File: src/rtl/regwrite_arbiter.sv
// regwrite_arbiter
//
// Purpose:
//   Arbitrates two write requesters onto the single synchronous write port
//   of the 32x32 register file. Requester 0 is the ALU writeback path and
//   requester 1 is the multicycle/load unit. Each requester owns a one-entry
//   holding slot. Slots are drained oldest-first, and simultaneous arrivals
//   are resolved round-robin. The register file port is driven from
//   registers, so a write accepted at edge E is captured by the register
//   file at edge E+2 when there is no contention.
//
// Ports:
//   clk                      clock, all state updates on the rising edge
//   rst_n                    asynchronous active-low reset
//   reqN_valid               requester N offers a write (N = 0, 1)
//   reqN_addr                requester N destination register
//   reqN_data                requester N write data
//   reqN_ready               slot N can accept a write this cycle
//   rf_we                    register file write enable (never set for r0)
//   rf_waddr                 register file write address
//   rf_wdata                 register file write data
//   idle                     both slots empty and no write on the port

module regwrite_arbiter #(
  parameter int DATA_WIDTH = 32,
  parameter int ADDR_WIDTH = 5
) (
  input  logic                  clk,
  input  logic                  rst_n,
  input  logic                  req0_valid,
  input  logic [ADDR_WIDTH-1:0] req0_addr,
  input  logic [DATA_WIDTH-1:0] req0_data,
  output logic                  req0_ready,
  input  logic                  req1_valid,
  input  logic [ADDR_WIDTH-1:0] req1_addr,
  input  logic [DATA_WIDTH-1:0] req1_data,
  output logic                  req1_ready,
  output logic                  rf_we,
  output logic [ADDR_WIDTH-1:0] rf_waddr,
  output logic [DATA_WIDTH-1:0] rf_wdata,
  output logic                  idle
);

  logic                  occ0_q, occ0_d, occ1_q, occ1_d;
  logic                  age0_q, age0_d, age1_q, age1_d;
  logic [ADDR_WIDTH-1:0] addr0_q, addr0_d, addr1_q, addr1_d;
  logic [DATA_WIDTH-1:0] data0_q, data0_d, data1_q, data1_d;
  logic                  rr_q, rr_d;
  logic                  rf_we_q, rf_we_d;
  logic [ADDR_WIDTH-1:0] rf_waddr_q, rf_waddr_d;
  logic [DATA_WIDTH-1:0] rf_wdata_q, rf_wdata_d;

  logic grant0, grant1, tie;
  logic acc0, acc1;

  // Grant selection. A set age flag means that slot was loaded before the
  // other one, so it wins; with neither flag set both slots were loaded on
  // the same edge and rr breaks the tie.
  always_comb begin
    grant0 = 1'b0;
    grant1 = 1'b0;
    tie    = 1'b0;
    if (occ0_q && occ1_q) begin
      if (age0_q) begin
        grant0 = 1'b1;
      end else if (age1_q) begin
        grant1 = 1'b1;
      end else begin
        tie    = 1'b1;
        grant0 = !rr_q;
        grant1 = rr_q;
      end
    end else begin
      grant0 = occ0_q;
      grant1 = occ1_q;
    end
  end

  // A granted slot empties this edge, so it can take a new write at once.
  assign req0_ready = !occ0_q || grant0;
  assign req1_ready = !occ1_q || grant1;
  assign acc0       = req0_valid && req0_ready;
  assign acc1       = req1_valid && req1_ready;

  // Next-state for slots, age flags, round-robin pointer and the write port.
  // A slot becomes "older" when the other slot is loaded while it is still
  // waiting; this keeps same-address writes in acceptance order.
  always_comb begin
    occ0_d     = occ0_q;
    occ1_d     = occ1_q;
    addr0_d    = addr0_q;
    addr1_d    = addr1_q;
    data0_d    = data0_q;
    data1_d    = data1_q;
    age0_d     = age0_q;
    age1_d     = age1_q;
    rr_d       = tie ? !rr_q : rr_q;
    rf_we_d    = 1'b0;
    rf_waddr_d = rf_waddr_q;
    rf_wdata_d = rf_wdata_q;

    if (grant0) begin
      occ0_d = 1'b0;
      age0_d = 1'b0;
    end
    if (grant1) begin
      occ1_d = 1'b0;
      age1_d = 1'b0;
    end

    if (acc0) begin
      occ0_d  = 1'b1;
      addr0_d = req0_addr;
      data0_d = req0_data;
      age0_d  = 1'b0;
      if (occ1_q && !grant1) begin
        age1_d = 1'b1;
      end
    end
    if (acc1) begin
      occ1_d  = 1'b1;
      addr1_d = req1_addr;
      data1_d = req1_data;
      age1_d  = 1'b0;
      if (occ0_q && !grant0) begin
        age0_d = 1'b1;
      end
    end

    // Writes to r0 still move the address/data registers but never strobe.
    if (grant0) begin
      rf_waddr_d = addr0_q;
      rf_wdata_d = data0_q;
      rf_we_d    = (addr0_q != '0);
    end else if (grant1) begin
      rf_waddr_d = addr1_q;
      rf_wdata_d = data1_q;
      rf_we_d    = (addr1_q != '0);
    end
  end

  // State registers; reset drops any buffered or in-flight write.
  always_ff @(posedge clk or negedge rst_n) begin
    if (!rst_n) begin
      occ0_q     <= 1'b0;
      occ1_q     <= 1'b0;
      age0_q     <= 1'b0;
      age1_q     <= 1'b0;
      addr0_q    <= '0;
      addr1_q    <= '0;
      data0_q    <= '0;
      data1_q    <= '0;
      rr_q       <= 1'b0;
      rf_we_q    <= 1'b0;
      rf_waddr_q <= '0;
      rf_wdata_q <= '0;
    end else begin
      occ0_q     <= occ0_d;
      occ1_q     <= occ1_d;
      age0_q     <= age0_d;
      age1_q     <= age1_d;
      addr0_q    <= addr0_d;
      addr1_q    <= addr1_d;
      data0_q    <= data0_d;
      data1_q    <= data1_d;
      rr_q       <= rr_d;
      rf_we_q    <= rf_we_d;
      rf_waddr_q <= rf_waddr_d;
      rf_wdata_q <= rf_wdata_d;
    end
  end

  assign rf_we    = rf_we_q;
  assign rf_waddr = rf_waddr_q;
  assign rf_wdata = rf_wdata_q;
  assign idle     = !occ0_q && !occ1_q && !rf_we_q;

endmodule

File: config.mk
export PLATFORM = sky130hd
export DESIGN_NAME = regwrite_arbiter
export DESIGN_NICKNAME = d
export VERILOG_FILES = /design/src/rtl/regwrite_arbiter.sv
export SDC_FILE = /design/constraint.sdc
export NUM_CORES = 1
export LEC_CHECK = 0
export BUFFER_PORTS_ARGS = -buffer_cell sky130_fd_sc_hd__buf_4
export CORE_ASPECT_RATIO = 1.2
export CORE_MARGIN = 2
export CORE_UTILIZATION = 34
export DETAILED_ROUTE_END_ITERATION = 8
export GPL_TIMING_DRIVEN = 0
export PLACE_DENSITY_LB_ADDON = 0.08
export SLEW_MARGIN = 10
export SYNTH_ARGS = -nofsm -noshare
export SYNTH_HDL_FRONTEND = slang
export SYNTH_SLANG_ARGS = --single-unit
File: constraint.sdc
create_clock -name clk -period 4.4 [get_ports clk]
set_input_delay 0.66 -clock clk [delete_from_list [all_inputs] [get_ports clk]]
set_output_delay 0.66 -clock clk [all_outputs]
set_load 0.01 [all_outputs]
== Word level (Yosys, flattened, before mapping) ==
Index checks and enable logic that the tools add are counted.

* Memories: 0
* Bits in read-only memories: 0
* Input bits: 78
* Register bits after elaboration: 117
* Bits in latches: 0
* Bits in writable memories: 0
* Logic and storage cells: 59

* Eq/ne operators: 0
* Multiplexer cells: 27
* Divide/modulo/power cells: 0
* Reduce and logical (&&, ||, !) cells: 20
* Shift-type cells: 0
* $add $sub $neg: 0
* Bitwise gates (word level): 0
* Multiply operators: 0
* $lt $le $gt $ge: 0

{| class="wikitable"
|+ Operator list
! operator !! count
|-
| $mux W32 || 2
|-
| $mux W1 || 23
|-
| $mux W5 || 2
|-
| $reduce_bool A5 Y1 || 2
|-
| $logic_and A1 B1 Y1 || 7
|-
| $logic_not A1 Y1 || 6
|-
| $reduce_bool A2 Y1 || 3
|-
| $logic_or A1 B1 Y1 || 2
|}

== Logic depth before layout (Yosys ltp) ==
* Depth after elaboration: 9
* Mapped depth: 5

== Worst setup path before layout ==
No wires, ideal clock.

* Path kind: register to register
* From: reg age1_q
* To: reg data1_q[10]
* Setup slack: 2.802 ns
* Arrival time: 1.473 ns
* Cell stages (with the launch flop): 5
* Period minus slack after synthesis: 1.598 ns
* Library setup time: 0.125 ns
* Cell sequence: dfrtp_1 > o21ba_4 > o21ai_4 > buf_8 > mux2_2

* Word-level cells in the longest chain between the ends: 5

{| class="wikitable"
|+ RTL lines
! element !! RTL line !! RTL
|-
| start: declaration || 45 || <nowiki>logic age0_q, age0_d, age1_q, age1_d;</nowiki>
|-
| start signal: assignment || 161 || <nowiki>age1_q <= age1_d;</nowiki>
|-
| $mux W1 || 66 || <nowiki>end else if (age1_q) begin</nowiki>
|-
| $mux W1 || 64 || <nowiki>if (age0_q) begin</nowiki>
|-
| $mux W1 || 63 || <nowiki>if (occ0_q && occ1_q) begin</nowiki>
|-
| $logic_or A1 B1 Y1 || 81 || <nowiki>assign req1_ready = !occ1_q || grant1;</nowiki>
|-
| $logic_and A1 B1 Y1 || 83 || <nowiki>assign acc1 = req1_valid && req1_ready;</nowiki>
|-
| end signal: assignment || 165 || <nowiki>data1_q <= data1_d;</nowiki>
|-
| end: declaration || 47 || <nowiki>logic [DATA_WIDTH-1:0] data0_q, data0_d, data1_q, data1_d;</nowiki>
|}

Every way passes these cells.
A chain may end at the register's enable or synchronous reset.

== Worst setup path in the final report ==
* From: reg occ0_q
* To: out req1_ready

* Word-level cells in the longest chain between the ends: 3

{| class="wikitable"
|+ RTL lines
! element !! RTL line !! RTL
|-
| start: declaration || 44 || <nowiki>logic occ0_q, occ0_d, occ1_q, occ1_d;</nowiki>
|-
| start signal: assignment || 145 || <nowiki>occ0_q <= 1'b0;</nowiki>
|-
| start signal: assignment || 158 || <nowiki>occ0_q <= occ0_d;</nowiki>
|-
| $logic_and A1 B1 Y1 || 63 ||
|-
| $mux W1 || 63 ||
|-
| $logic_or A1 B1 Y1 || 81 ||
|-
| end: declaration || 37 || <nowiki>output logic req1_ready,</nowiki>
|}

Every way passes these cells.

==> results.tsv <==
stage	metric	value	unit
outcome	status	completed	
worst_setup_path	element type at the critical path end	primary output	
route	vias after detailed routing	3144	
grt	largest net degree at the start of global routing	75	
grt	total global routing overflow	0	
floorplanning	Site Rows	47	
synthesis	top-area cell type share of the netlist area	60.9	%
timing	period utilisation layout	47.7	%
finish	area of the multi-input gates	1740	sq um
synthesis	Post-synth EDFFs	0	
synthesis	register area share after synthesis	60.9	%
timing	Slew headroom	58.8	%
route	Initial DRC Count	169	
finish	# fillers	1261	
synthesis	Synth Area in Compound Gates	10.5	%
synthesis	FFs w/ async S/R, synth	100	%
grt	total global-route track usage	16.2	%
cts	Resized cells post-CTS	0	
timing	Max Fclk	476	MHz
place	Final HPWL DP	7.50	mm
cts	Clock Tree Buf Depth	2	
timing	Final WS setup	2300	ps
synthesis	Mapped Cells	314	
power	maximum VDD drop	0.350	mV
route	Routed wire per std cell	18.3	um
finish	number of diodes	0	
finish	FF/Latch Area	2930	sq um
synthesis	fraction of synthesized area in multiplexers	19.1	%
synthesis	syn_nets	392	
cts	hold_buf cts	0	
synthesis	Synth top cells by count	dfrtp_1, mux2_2, and2_1	
grt	first-pass GRT wire length	18.7	mm
synthesis	Synth Area per Inst	15.3	sq um
synthesis	Synth area leaders	dfrtp_1, mux2_2, a221o_1	
timing	Slew Limit Fails	0	
cts	Post-CTS Setup Inserts	0	
grt	vias in the first global route	3409	
grt	met1 track demand over resource	20.7	%
grt	initial antenna violation count	0	
cts	clk sinks	117	
cts	TritonCTS clock tree	done	
timing	Worst Tran Pin Value	615	ps
worst_setup_path	Critical Path Start Type	flip-flop	
floorplanning	Die ar.	15100	sq um
synthesis	Synth Area in XOR/XNOR	0.182	%
route	routed wire length	11.6	mm
synthesis	adder-cell share of the synthesized area	0	%
grt	M2 GR Usage	25.1	%
synthesis	Synth Cell Area	4810	sq um
finish	layout cells sized above 1	51.5	%
worst_hold_path	Hold Path Class	in2async	
worst_setup_path	Worst Path Max Fanout	9	
floorplanning	CORE AREA	13800	sq um
power	Pleak	3.01	nW
worst_setup_path	Critical Path RT	3740	ps
synthesis	count leader, synth	dfrtp_1	
timing	RSZ-0062 raised after global routing	false	
synthesis	Synth Register Bits	117	
worst_setup_path	Worst EP arrival	1440	ps
floorplanning	Die Y	134	um
cts	insertion delay to the later sink of the worst-skew pair	410	ps
synthesis	Most used DFF post-synth	dfrtp_1	
synthesis	largest family of logic cells by synthesized area	multiplexers	
route	Final ANT Viol Nets	0	
floorplanning	die extent in x	113	um
synthesis	Yosys cell types	30	
cts	root buffer cell	clkbuf_16	
cts	H-tree levels	4	
timing	final hold viol count	0	
grt	grt peak-use layer	met2	
grt	met3 Usage GRT	6.19	%
finish	Layout Nets	530	
cts	clk slew on worst S/H paths	50	ps
timing	Final setup viols	0	
power	P per Cell Area	679	nW/um^2
timing	clock skew	6.25	ps
synthesis	Syn. warnings	0	
finish	area growth from synthesis to layout	35.5	%
synthesis	Yosys top cell by area	dfrtp_1	
place	pre-CTS setup slack	2440	ps
floorplanning	Starting Density	34.8	%
floorplanning	Ports	119	
synthesis	Post-Synth Simple-Gate Area	6.48	%
flow_run	maxcap violations	0	
timing	Setup TNS Final	0	ps
place	input/output buffers	118	
worst_setup_path	Setup CP Type	reg2out	
cts	clock buffer count from CTS	17	
route	drt drc	0	
place	Final Wtd Congestion	0.714	
route	vias per inst	4.95	
route	first-pass detailed-route iteration total	4	
timing	Tmin final	2100	ps
## worst paths after layout
path,cells past startpoint,startpoint,slack [ps],endpoint
max in group asynchronous,2,rst_n,3510,data1_q[17]$_DFFE_PN0P_
hold reg to reg,1,data0_q[26]$_DFFE_PN0N_,490,data0_q[26]$_DFFE_PN0N_
hold / removal,1,rst_n,180,occ1_q$_DFFE_PN0P_
setup reg to reg,5,occ0_q$_DFFE_PN0P_,2520,rf_wdata[23]$_DFFE_PN0P_
setup / recovery,4,occ0_q$_DFFE_PN0P_,2300,req1_ready
min in group clk,2,req0_data[26],460,data0_q[26]$_DFFE_PN0N_
## cell families (layout without fill, tap and decap cells)
| family | count (synthesis) | after routing |
|---|---|---|
| AOI/OAI and AO/OA | 48 | 48 |
| and+or+nand+nor | 54 | 54 |
| xor gates and xnor gates | 1 | 1 |
| buffers and inverters | 19 | 169 |
| muxes | 75 | 75 |
| DFF | 117 | 117 |
## registers in the layout (all words and copies together), names as in the netlist, 5 cells and up
name and flops:
addr1_q 5, addr0_q 5, rf_waddr 5, rf_wdata 32, data1_q 32, data0_q 32
## metal layers
metal | share of wire, % | vias up
met4 | 1.5 | 0
met3 | 7.0 | 12
met1 | 44 | 1598
met5 | 0 | -
li1 | - | 1434
met2 | 47 | 100
## power by group
group	internal, W	switching (W)
Combinational	0.000776	0.000602
Clock	0.000872	0.000475
Sequential	0.00148	0.000227
## area by class of cell
type | count | area share, %
buffer | 17 | 2.03
clock inverter | 8 | 1.54
inverter | 2 | 0.115
timing repair buffer | 119 | 14.1
multi-input combinational | 178 | 26.7
tap | 171 | 3.28
sequential | 117 | 44.9
clock buffer | 23 | 7.33
## worst max-delay path, cell delays in order (launching register included)
cell     delay (ps)
dfrtp_1         340
buf_2           200
and2_1          230
nand2_1         100
buf_4           160
## through the flow
stage	instances	utilization [%]	hold slack (ps)	instance area (sq um)	total power, W
detailed placement	604	43.0	483	5940	0.00312
CTS	635	47.2	181	6520	0.00450
global placement	603	42.8	475	5910	0.00309
finish	635	47.2	176	6520	0.00443
global route	635	47.2	199	6520	0.00468
floorplan	314	-	364	4810	0.00251
## cell usage in the layout, fill, tap and decap left out, drive strengths merged, types with 2 or more instances in the layout
master,synthesis,routed
a221o,36,36
and2,37,37
buf,14,133
bufinv,0,2
clkbuf,3,26
clkinv,0,2
clkinvlp,0,4
dfrtp,117,117
inv,2,2
mux2,75,75
nand2,6,6
nand2b,3,3
nor2,3,3
nor3,4,4
o21ai,3,3
Power figures use the tool's default switching activity.
